--- src/rtl/can_rx_deframer_pkg.sv ---
// rtl/can_rx_deframer_pkg.sv - CAN 2.0A receive field widths, FSM states, error codes and CRC-15 step
package can_rx_deframer_pkg;

   localparam logic [14:0] CRC_POLY  = 15'h4599;
   localparam logic [2:0]  STUFF_RUN = 3'd5;

   // Last bit index of each multi-bit field, in field-counter width
   localparam logic [6:0] ID_LAST  = 7'd10;
   localparam logic [6:0] DLC_LAST = 7'd3;
   localparam logic [6:0] CRC_LAST = 7'd14;
   localparam logic [6:0] EOF_LAST = 7'd6;

   typedef enum logic [3:0] {
      ST_IDLE,
      ST_ID,
      ST_RTR,
      ST_IDE,
      ST_R0,
      ST_DLC,
      ST_DATA,
      ST_CRC,
      ST_CRC_DEL,
      ST_ACK,
      ST_ACK_DEL,
      ST_EOF
   } rx_state_e;

   typedef enum logic [1:0] {
      ERR_STUFF = 2'b00,
      ERR_CRC   = 2'b01,
      ERR_FORM  = 2'b10,
      ERR_IDE   = 2'b11
   } rx_err_e;

   function automatic logic [14:0] crc15_next(input logic [14:0] crc, input logic din);
      logic fb;
      fb = din ^ crc[14];
      return {crc[13:0], 1'b0} ^ (fb ? CRC_POLY : 15'h0000);
   endfunction

endpackage

--- src/rtl/can_rx_deframer_crc15.sv ---
// rtl/can_rx_deframer_crc15.sv - serial CRC-15 register, shared by the CAN RX deframer and TX framer
module can_crc15
   import can_rx_deframer_pkg::*;
(
   input  logic        clk_i,
   input  logic        reset_i,
   input  logic        clear_i,
   input  logic        en_i,
   input  logic        din_i,
   output logic [14:0] crc_o
);

   logic [14:0] crc_q;
   logic [14:0] crc_d;

   always_comb begin
      crc_d = crc_q;
      if (clear_i) begin
         crc_d = '0;
      end else if (en_i) begin
         crc_d = crc15_next(crc_q, din_i);
      end
   end

   always_ff @(posedge clk_i) begin
      if (reset_i) begin
         crc_q <= '0;
      end else begin
         crc_q <= crc_d;
      end
   end

   assign crc_o = crc_q;

endmodule

--- src/rtl/can_rx_deframer.sv ---
// rtl/can_rx_deframer.sv - CAN 2.0A receive deframer: bus integration, destuffing, field parse, CRC and form checks
module can_rx_deframer
   import can_rx_deframer_pkg::*;
#(
   parameter int IDLE_BITS  = 11,
   parameter int DATA_BYTES = 8
) (
   input  logic                    clk_i,
   input  logic                    reset_i,
   input  logic                    bit_en_i,
   input  logic                    rx_bit_i,
   output logic                    busy_o,
   output logic                    ack_req_o,
   output logic                    frame_valid_o,
   output logic                    frame_err_o,
   output logic [1:0]              err_code_o,
   output logic [10:0]             rx_id_o,
   output logic                    rx_rtr_o,
   output logic [3:0]              rx_dlc_o,
   output logic [8*DATA_BYTES-1:0] rx_data_o
);

   localparam int         DATA_W    = 8 * DATA_BYTES;
   localparam int         IDX_W     = $clog2(DATA_W);
   localparam logic [3:0] IDLE_CNT  = 4'(IDLE_BITS);
   localparam logic [3:0] MAX_BYTES = 4'(DATA_BYTES);

   rx_state_e          state_q, state_d;
   logic [6:0]         cnt_q, cnt_d;
   logic [2:0]         run_q, run_d;
   logic               last_q, last_d;
   logic [3:0]         rec_q, rec_d;
   logic [10:0]        id_q, id_d;
   logic               rtr_q, rtr_d;
   logic [3:0]         dlc_q, dlc_d;
   logic [6:0]         nbits_q, nbits_d;
   logic [DATA_W-1:0]  data_q, data_d;
   logic [14:0]        crc_rx_q, crc_rx_d;
   logic               crc_ok_q, crc_ok_d;
   logic               ack_q, ack_d;
   logic               valid_q, valid_d;
   logic               err_q, err_d;
   logic [1:0]         err_code_q, err_code_d;
   logic [10:0]        rx_id_q, rx_id_d;
   logic               rx_rtr_q, rx_rtr_d;
   logic [3:0]         rx_dlc_q, rx_dlc_d;
   logic [DATA_W-1:0]  rx_data_q, rx_data_d;

   logic               crc_clear;
   logic               crc_en;
   logic [14:0]        crc_w;
   logic               err_hit;
   rx_err_e            err_sel;
   logic               destuff;
   logic [3:0]         dlc_next;
   logic [3:0]         nbytes;
   logic [IDX_W-1:0]   data_idx;
   logic [14:0]        crc_rx_next;

   can_crc15 u_crc (
      .clk_i   (clk_i),
      .reset_i (reset_i),
      .clear_i (crc_clear),
      .en_i    (crc_en),
      .din_i   (rx_bit_i),
      .crc_o   (crc_w)
   );

   always_comb begin
      state_d     = state_q;
      cnt_d       = cnt_q;
      run_d       = run_q;
      last_d      = last_q;
      rec_d       = rec_q;
      id_d        = id_q;
      rtr_d       = rtr_q;
      dlc_d       = dlc_q;
      nbits_d     = nbits_q;
      data_d      = data_q;
      crc_rx_d    = crc_rx_q;
      crc_ok_d    = crc_ok_q;
      ack_d       = 1'b0;
      valid_d     = 1'b0;
      err_d       = 1'b0;
      err_code_d  = 2'b00;
      rx_id_d     = rx_id_q;
      rx_rtr_d    = rx_rtr_q;
      rx_dlc_d    = rx_dlc_q;
      rx_data_d   = rx_data_q;
      crc_clear   = 1'b0;
      crc_en      = 1'b0;
      err_hit     = 1'b0;
      err_sel     = ERR_STUFF;
      destuff     = state_q inside {ST_ID, ST_RTR, ST_IDE, ST_R0, ST_DLC, ST_DATA, ST_CRC};
      dlc_next    = {dlc_q[2:0], rx_bit_i};
      data_idx    = IDX_W'(DATA_W - 1) - cnt_q[IDX_W-1:0];
      crc_rx_next = {crc_rx_q[13:0], rx_bit_i};

      if (rtr_q) begin
         nbytes = 4'd0;
      end else if (dlc_next > MAX_BYTES) begin
         nbytes = MAX_BYTES;
      end else begin
         nbytes = dlc_next;
      end

      if (bit_en_i) begin
         if (destuff && run_q == STUFF_RUN) begin
            // Stuff bit: must break the run, and is neither shifted nor CRC'd
            if (rx_bit_i == last_q) begin
               err_hit = 1'b1;
               err_sel = ERR_STUFF;
            end else begin
               last_d = rx_bit_i;
               run_d  = 3'd1;
            end
         end else begin
            if (destuff) begin
               if (rx_bit_i == last_q) begin
                  run_d = run_q + 3'd1;
               end else begin
                  run_d  = 3'd1;
                  last_d = rx_bit_i;
               end
            end
            case (state_q)
               ST_IDLE: begin
                  if (rx_bit_i) begin
                     if (rec_q != IDLE_CNT) rec_d = rec_q + 4'd1;
                  end else if (rec_q == IDLE_CNT) begin
                     state_d   = ST_ID;
                     cnt_d     = '0;
                     crc_clear = 1'b1;
                     last_d    = 1'b0;
                     run_d     = 3'd1;
                     data_d    = '0;
                     crc_ok_d  = 1'b0;
                     rec_d     = '0;
                  end else begin
                     rec_d = '0;
                  end
               end
               ST_ID: begin
                  crc_en = 1'b1;
                  id_d   = {id_q[9:0], rx_bit_i};
                  if (cnt_q == ID_LAST) begin
                     state_d = ST_RTR;
                     cnt_d   = '0;
                  end else begin
                     cnt_d = cnt_q + 7'd1;
                  end
               end
               ST_RTR: begin
                  crc_en  = 1'b1;
                  rtr_d   = rx_bit_i;
                  state_d = ST_IDE;
               end
               ST_IDE: begin
                  crc_en = 1'b1;
                  if (rx_bit_i) begin
                     err_hit = 1'b1;
                     err_sel = ERR_IDE;
                  end else begin
                     state_d = ST_R0;
                  end
               end
               ST_R0: begin
                  crc_en  = 1'b1;
                  state_d = ST_DLC;
                  cnt_d   = '0;
               end
               ST_DLC: begin
                  crc_en = 1'b1;
                  dlc_d  = dlc_next;
                  if (cnt_q == DLC_LAST) begin
                     nbits_d = {nbytes, 3'b000};
                     cnt_d   = '0;
                     state_d = (nbytes == 4'd0) ? ST_CRC : ST_DATA;
                  end else begin
                     cnt_d = cnt_q + 7'd1;
                  end
               end
               ST_DATA: begin
                  // Bits land MSB-first so the first byte ends up in the top byte lane
                  crc_en           = 1'b1;
                  data_d[data_idx] = rx_bit_i;
                  if (cnt_q == nbits_q - 7'd1) begin
                     state_d = ST_CRC;
                     cnt_d   = '0;
                  end else begin
                     cnt_d = cnt_q + 7'd1;
                  end
               end
               ST_CRC: begin
                  crc_rx_d = crc_rx_next;
                  if (cnt_q == CRC_LAST) begin
                     crc_ok_d = (crc_rx_next == crc_w);
                     state_d  = ST_CRC_DEL;
                  end else begin
                     cnt_d = cnt_q + 7'd1;
                  end
               end
               ST_CRC_DEL: begin
                  if (!crc_ok_q) begin
                     err_hit = 1'b1;
                     err_sel = ERR_CRC;
                  end else if (!rx_bit_i) begin
                     err_hit = 1'b1;
                     err_sel = ERR_FORM;
                  end else begin
                     ack_d   = 1'b1;
                     state_d = ST_ACK;
                  end
               end
               ST_ACK: begin
                  state_d = ST_ACK_DEL;
               end
               ST_ACK_DEL: begin
                  if (!rx_bit_i) begin
                     err_hit = 1'b1;
                     err_sel = ERR_FORM;
                  end else begin
                     state_d = ST_EOF;
                     cnt_d   = '0;
                  end
               end
               ST_EOF: begin
                  if (!rx_bit_i) begin
                     err_hit = 1'b1;
                     err_sel = ERR_FORM;
                  end else if (cnt_q == EOF_LAST) begin
                     valid_d   = 1'b1;
                     rx_id_d   = id_q;
                     rx_rtr_d  = rtr_q;
                     rx_dlc_d  = dlc_q;
                     rx_data_d = data_q;
                     state_d   = ST_IDLE;
                     rec_d     = '0;
                  end else begin
                     cnt_d = cnt_q + 7'd1;
                  end
               end
               default: begin
                  state_d = ST_IDLE;
               end
            endcase
         end
      end

      if (err_hit) begin
         err_d      = 1'b1;
         err_code_d = err_sel;
         state_d    = ST_IDLE;
         rec_d      = '0;
      end
   end

   always_ff @(posedge clk_i) begin
      if (reset_i) begin
         state_q    <= ST_IDLE;
         cnt_q      <= '0;
         run_q      <= '0;
         last_q     <= 1'b0;
         rec_q      <= '0;
         id_q       <= '0;
         rtr_q      <= 1'b0;
         dlc_q      <= '0;
         nbits_q    <= '0;
         data_q     <= '0;
         crc_rx_q   <= '0;
         crc_ok_q   <= 1'b0;
         ack_q      <= 1'b0;
         valid_q    <= 1'b0;
         err_q      <= 1'b0;
         err_code_q <= 2'b00;
         rx_id_q    <= '0;
         rx_rtr_q   <= 1'b0;
         rx_dlc_q   <= '0;
         rx_data_q  <= '0;
      end else begin
         state_q    <= state_d;
         cnt_q      <= cnt_d;
         run_q      <= run_d;
         last_q     <= last_d;
         rec_q      <= rec_d;
         id_q       <= id_d;
         rtr_q      <= rtr_d;
         dlc_q      <= dlc_d;
         nbits_q    <= nbits_d;
         data_q     <= data_d;
         crc_rx_q   <= crc_rx_d;
         crc_ok_q   <= crc_ok_d;
         ack_q      <= ack_d;
         valid_q    <= valid_d;
         err_q      <= err_d;
         err_code_q <= err_code_d;
         rx_id_q    <= rx_id_d;
         rx_rtr_q   <= rx_rtr_d;
         rx_dlc_q   <= rx_dlc_d;
         rx_data_q  <= rx_data_d;
      end
   end

   assign busy_o        = (state_q != ST_IDLE);
   assign ack_req_o     = ack_q;
   assign frame_valid_o = valid_q;
   assign frame_err_o   = err_q;
   assign err_code_o    = err_code_q;
   assign rx_id_o       = rx_id_q;
   assign rx_rtr_o      = rx_rtr_q;
   assign rx_dlc_o      = rx_dlc_q;
   assign rx_data_o     = rx_data_q;

endmodule

--- config.mk ---
export PLATFORM = sky130hd
export DESIGN_NAME = can_rx_deframer
export DESIGN_NICKNAME = d
export VERILOG_FILES = /design/src/rtl/can_rx_deframer_pkg.sv /design/src/rtl/can_rx_deframer_crc15.sv /design/src/rtl/can_rx_deframer.sv
export SDC_FILE = /design/constraint.sdc
export NUM_CORES = 1
export LEC_CHECK = 0
export ABC_AREA = 1
export BUFFER_PORTS_ARGS = -buffer_cell sky130_fd_sc_hd__buf_2
export CORE_MARGIN = 3
export CORE_UTILIZATION = 25
export CTS_BUF_LIST = sky130_fd_sc_hd__clkbuf_8 sky130_fd_sc_hd__clkbuf_16
export DETAILED_ROUTE_END_ITERATION = 7
export PLACE_DENSITY = 0.46
export SYNTH_ARGS = -nofsm -noshare
export SYNTH_HDL_FRONTEND = slang
export SYNTH_SLANG_ARGS = --single-unit
--- constraint.sdc ---
create_clock -name clk_i -period 2.4 [get_ports clk_i]
set_clock_uncertainty 0.05 [all_clocks]
set_input_delay 0.72 -clock clk_i [delete_from_list [all_inputs] [get_ports clk_i]]
set_output_delay 0.72 -clock clk_i [all_outputs]
set_load 0.1 [all_outputs]
==> flow_metrics.env, run 1 <==
export IMPL_dpl_hpwl_um=19700
export IMPL_antenna_found_initial=0
export IMPL_power_density_nw_per_um2=800
export IMPL_setup_viol=0
export IMPL_worst_setup_path_end_kind="output pin"
export IMPL_routedWlPerCell_um=13.6
export IMPL_totalWireLength_um=29300
export IMPL_ys_ff_latch=218
export IMPL_p_switching_mw=2.97
export IMPL_maxCapViolations=0
export IMPL_vias=9527
export IMPL_rr_worst_depth=8
export IMPL_path_buf_inv=1
export IMPL_syn_nets=1539
export IMPL_start_util=0.256
export IMPL_ys_seq_area_frac=0.424
export IMPL_worst_pin_slew_ns=0.640
export IMPL_netlist_area_sq_um=10300
export IMPL_hold_buffers=0
export IMPL_ant_nets=0
export IMPL_hold_ws_ns=0.388
export IMPL_synth_cells=1527
export IMPL_switching_share=0.300
export IMPL_cp_top_family="flip-flops"
export IMPL_grt_usage=0.132
export IMPL_area_delta_synth_final_pct=20.2
export IMPL_fp_dieH_um=209
export IMPL_cts_root_buf="clkbuf_16"
export IMPL_final_max_slew_violation_count=0
export IMPL_leakage_nw=5.15
export IMPL_reg2reg_setup_slack_ns=0.19
export IMPL_layout_nets=1624
export IMPL_grt_remaining_overflow=0
export IMPL_fp_dieW_um=209
export IMPL_synth_ff_type="dfxtp_1"
export IMPL_cpMaxStageDelayCell="dfxtp_1"
export IMPL_crit_fanout=5
export IMPL_worstPathCellList="nor2_2 > nand2_2 > buf_6"
export IMPL_peakVddDrop_mv=0.382
export IMPL_synth_area_per_cell_sq_um=6.75
export IMPL_period_share=0.962
export IMPL_grt_start_max_net_pins=103
export IMPL_synth_edf_count=0
export IMPL_cts_sinks=218
export IMPL_grt_pass1_vias=9145
export IMPL_post_cts_buffers=0
export IMPL_numCtsBuffers=27
export IMPL_clock_power_share=0.426
export IMPL_fp_row_count=73
export IMPL_grt_pass1_wl_um=48400
export IMPL_cp_required_ns=1.63
export IMPL_worstSetupPathType="reg2out"
export IMPL_first_pass_iters=5
export IMPL_clkTransAtPathRegs_ns=0.06
export IMPL_htreeDepth=1
export IMPL_finalCriticalPeriod_ns=2.31
export IMPL_max_stage_delay_ns=0.48
export IMPL_tns_ns=0
export IMPL_diodes=0
export IMPL_final_cell_mix="259 x inv_1, 246 x nand2_1, 218 x dfxtp_1"
export IMPL_yosysWarnings=0
export IMPL_fmax_mhz=433
export IMPL_via_per_inst=4.42
export IMPL_port_buffers=89
export IMPL_relSlewSlack=0.572
export IMPL_hold_class="reg2reg"
export IMPL_startpoint_type="register"
export IMPL_mostFrequentLayoutCell="inv_1"
export IMPL_combPwrFrac=0.178
export IMPL_drc=0
export IMPL_r2r_end="rx_data_o[41]$_SDFFE_PP0P_"
export IMPL_synth_cell_types=36
export IMPL_clkLatencyLatePin_ns=0.55
export IMPL_status="complete, no violations"
export IMPL_core_sq_um=40200
export IMPL_hold_viol=0
export IMPL_regToRegStartpoint="cnt_q[0]$_SDFFE_PP0P_"
export IMPL_synthArstFlopShare=0
export IMPL_rsz0062_at_grt="false"
export IMPL_io_pins=90
export IMPL_hold_end="rx_id_o[8]$_SDFFE_PP0P_"
export IMPL_hold_start="rx_id_o[8]$_SDFFE_PP0P_"
export IMPL_p_int_mw=6.93
export IMPL_power_frac_seq=0.396
export IMPL_dieArea_sq_um=43700
export IMPL_first_iter_violations=536
export IMPL_routabilityCongestion=0.808
export IMPL_cp_arrival_ns=1.54
export IMPL_cts_buffer_depth=3
export IMPL_drive_above_1_share=0.126
export IMPL_cts_resized=2
export IMPL_cts_tree="built"
export IMPL_hold_depth=2
export IMPL_p_total_mw=9.90
state kept, by name (all words and copies together), names as in the netlist, 3 cells and up:
name	count
rec_q	4
run_q	3
crc_rx_q	14
u_crc.crc_o	15
cnt_q	7
rx_dlc_o	4
rx_id_o	11
nbits_q	4
id_q	11
state_q	4
data_q	64
dlc_q	4
rx_data_o	64
kinds of logic (layout without fill, tap and decap cells):
group           after synthesis  count (layout)  share of synthesized area
flops                       218             218                      0.424
xor+xnor                     21              21                     0.0179
compound gates              392             392                      0.195
simple gates                543             543                      0.220
fa+ha+maj                     8               8                    0.00972
buf+inv                     345             449                      0.134
worst max-delay path by stage:
stage	start	slack, ns	to	cells after the start
after global routing	state_q[1]$_SDFFE_PP0P_	0.03	cnt_q[6]$_SDFFE_PP0P_	9
final	state_q[3]$_SDFFE_PP0P_	0.09	busy_o	3
after CTS	state_q[3]$_SDFFE_PP0P_	0.008	busy_o	3
after floorplan	state_q[3]$_SDFFE_PP0P_	0.37	data_q[53]$_SDFFE_PP0P_	10
after global placement	rx_bit_i	0.12	state_q[2]$_SDFFE_PP0P_	10
after detailed placement	rx_bit_i	0.17	state_q[2]$_SDFFE_PP0P_	8
worst min-delay path: cells and delay by family (launching register included):
kind / cells / cell delay (ns)
AO/OA/AOI/OAI: 1 / 0.05
buffers and inverters: 1 / 0.04
flip-flops: 1 / 0.30
power groups by stage:
stage          clock [mW]  combinational [mW]  sequential [mW]
5_1_grt              4.53                2.00             3.94
6_report             4.22                1.76             3.92
3_5_place_dp            0                1.75             4.00
4_1_cts              4.38                1.77             3.92
3_3_place_gp            0                1.74             3.99
2_1_floorplan           0                1.23             3.97
per-layer routing:
metal  track usage  vias to the layer above  share of wire
met5             0                        -              0
met4        0.0300                        0          0.020
met3        0.0227                       39          0.044
met2         0.223                      137           0.46
met1         0.177                     4356           0.47
li1              -                     4995              -
metrics by stage:
stage | instance area, sq um | setup WS, ns | util | instances
floorplan | 10300 | 0.367 | - | 1527
global placement | 11500 | 0.121 | 0.285 | 2108
detailed placement | 11500 | 0.169 | 0.285 | 2108
CTS | 12400 | 0.00781 | 0.308 | 2156
global route | 12400 | 0.0274 | 0.308 | 2156
finish | 12400 | 0.0907 | 0.308 | 2156
final cells by class:
type / instances / area [sq um]
Multi-Input combinational cell: 964 / 4570
Clock inverter: 17 / 190
Clock buffer: 31 / 731
Inverter: 267 / 1000
Sequential cell: 218 / 4360
Timing Repair Buffer: 134 / 865
Tap cell: 525 / 657
Fill cell: 4458 / 27800
Yosys cell counts (2+ instances only):
cell | count | share of area
a21oi_1 | 198 | 0.096
and3_1 | 2 | 0.0012
buf_2 | 20 | 0.0097
buf_4 | 9 | 0.0066
buf_6 | 4 | 0.0044
clkbuf_1 | 44 | 0.016
clkinv_1 | 2 | 0.00073
dfxtp_1 | 218 | 0.42
ha_1 | 8 | 0.0097
inv_1 | 256 | 0.093
inv_2 | 9 | 0.0033
nand2_1 | 246 | 0.090
nand2_2 | 5 | 0.0030
nand3_1 | 78 | 0.038
nand3b_1 | 2 | 0.0015
nand4_1 | 8 | 0.0049
nor2_1 | 166 | 0.060
nor2_2 | 3 | 0.0018
nor2_4 | 2 | 0.0022
nor3_1 | 26 | 0.013
o21ai_0 | 161 | 0.078
o21ai_1 | 22 | 0.011
o21bai_1 | 6 | 0.0044
xnor2_1 | 13 | 0.011
xor2_1 | 8 | 0.0068
Note: power is estimated with default switching activity, not from simulation.
==> run 2, diff against run 1 <==
--- a/config.mk
+++ b/config.mk
@@ -9,7 +9,7 @@
 export BUFFER_PORTS_ARGS = -buffer_cell sky130_fd_sc_hd__buf_2
 export CORE_MARGIN = 3
 export CORE_UTILIZATION = 25
-export CTS_BUF_LIST = sky130_fd_sc_hd__clkbuf_8 sky130_fd_sc_hd__clkbuf_16
+export CTS_BUF_LIST = sky130_fd_sc_hd__clkbuf_8
 export DETAILED_ROUTE_END_ITERATION = 7
 export PLACE_DENSITY = 0.46
 export SYNTH_ARGS = -nofsm -noshare
==> flow_metrics.env, run 2 (synthesized netlist as in run 1, its figures left out) <==
export IMPL_cpMaxStageDelayCell="dfxtp_2"
export IMPL_dpl_hpwl_um=19700
export IMPL_core_sq_um=40200
export IMPL_port_buffers=89
export IMPL_routedWlPerCell_um=13.5
export IMPL_finalCriticalPeriod_ns=2.28
export IMPL_dp_cells=2108
export IMPL_clkTransAtPathRegs_ns=0.06
export IMPL_fin_area_sq_um=12500
export IMPL_dieArea_sq_um=43700
export IMPL_cts_root_buf="clkbuf_8"
export IMPL_dpl_instance_area_sq_um=11500
export IMPL_tns_ns=0
export IMPL_fp_dieH_um=209
export IMPL_fp_dieW_um=209
export IMPL_grt_start_max_net_pins=103
export IMPL_diodes=0
export IMPL_cts_buffer_depth=3
export IMPL_path_buf_inv=1
export IMPL_hold_viol=0
export IMPL_clkLatencyLatePin_ns=0.59
export IMPL_grt_remaining_overflow=0
export IMPL_rsz0062_at_grt="false"
export IMPL_antenna_found_initial=0
export IMPL_ant_nets=0
export IMPL_peakVddDrop_mv=0.380
export IMPL_via_per_inst=4.38
export IMPL_numCtsBuffers=44
export IMPL_maxCapViolations=0
export IMPL_mostFrequentLayoutCell="inv_1"
export IMPL_first_iter_violations=496
export IMPL_worstPathCellList="nor2_2 > nand2_2 > buf_6"
export IMPL_vias=9598
export IMPL_routabilityCongestion=0.808
export IMPL_cts_sinks=218
export IMPL_grt_pass1_wl_um=49000
export IMPL_grt_pass1_vias=9316
export IMPL_crit_fanout=5
export IMPL_startpoint_type="register"
export IMPL_grt_usage=0.135
export IMPL_worst_pin_slew_ns=0.606
export IMPL_worst_setup_path_end_kind="output pin"
export IMPL_fp_row_count=73
export IMPL_status="complete, no violations"
export IMPL_cp_required_ns=1.63
export IMPL_hold_ws_ns=0.387
export IMPL_totalWireLength_um=29500
export IMPL_nFillCells=4468
export IMPL_power_density_nw_per_um2=801
export IMPL_period_share=0.952
export IMPL_cp_arrival_ns=1.51
export IMPL_start_util=0.256
export IMPL_htreeDepth=2
export IMPL_hold_buffers=0
export IMPL_cp_top_family="flip-flops"
export IMPL_final_cell_mix="267 x inv_1, 246 x nand2_1, 217 x dfxtp_1"
export IMPL_hold_class="reg2reg"
export IMPL_io_pins=90
export IMPL_drc=0
export IMPL_cts_tree="built"
export IMPL_max_stage_delay_ns=0.36
export IMPL_fmax_mhz=438
export IMPL_drive_above_1_share=0.139
export IMPL_relSlewSlack=0.595
export IMPL_worstSetupPathType="reg2out"
export IMPL_area_delta_synth_final_pct=20.9
export IMPL_first_pass_iters=5
export IMPL_layout_nets=1641
export IMPL_fin_cells=2189
export IMPL_final_max_slew_violation_count=0
export IMPL_leakage_nw=5.23
export IMPL_setup_viol=0
==> run 2: path summary, 6_finish.rpt <==
| kind | cells past startpoint | to | slack [ns] | startpoint |
|---|---|---|---|---|
| min reg2reg | 2 | rx_id_o[8]$_SDFFE_PP0P_ | 0.39 | rx_id_o[8]$_SDFFE_PP0P_ |
| max | 3 | busy_o | 0.12 | state_q[3]$_SDFFE_PP0P_ |
| min | 2 | rx_id_o[8]$_SDFFE_PP0P_ | 0.39 | rx_id_o[8]$_SDFFE_PP0P_ |
| max reg2reg | 8 | rx_data_o[41]$_SDFFE_PP0P_ | 0.18 | cnt_q[0]$_SDFFE_PP0P_ |
==> run 2: report_power, final <==
group,leakage (nW),total (mW),internal [mW],switching [mW]
sequential,1.76,3.92,3.78,0.145
combinational,2.92,1.76,0.565,1.20
clock,0.551,4.29,2.58,1.71
total,5.23,9.98,6.92,3.06
==> run 2: area by class of cell <==
cell class	instances	area [sq um]	area share
multi-input cells	964	4570	0.367
clock inverters	27	253	0.0203
clock buffers	54	743	0.0597
inverters	267	1000	0.0805
flip-flops and latches	218	4370	0.350
repair buffers	134	865	0.0694
well taps	525	657	0.0527
==> run 2: timing repair <==
item / 4_1_cts / 5_1_grt
endpoints found under the setup margin: 1 / 0
buffers inserted: 0 / 0
hold endpoints to repair: 0 / 0
resized for setup: 4 / 0
==> run 2: worst reg2reg max path, stage by stage (launching register included) <==
cell	delay, ns
dfxtp_1	0.33
inv_1	0.08
ha_1	0.19
nand3_1	0.11
nor2_1	0.38
nand4_4	0.21
buf_12	0.24
o21ai_0	0.42
a21oi_1	0.08
==> run 2: per-layer routing <==
metal	track usage	wire, um	share of wire
met1	0.178	14100	0.48
met2	0.224	13600	0.46
met3	0.0263	1230	0.042
met4	0.0448	702	0.024
met5	0	0	0
==> run 2: stage by stage <==
step	worst slack [ns]	total power, mW	utilization
floorplan	0.367	5.20	-
global placement	0.121	5.74	0.285
detailed placement	0.169	5.74	0.285
CTS	0.0478	10.2	0.310
global route	0.0277	10.6	0.310
finish	0.115	9.98	0.310
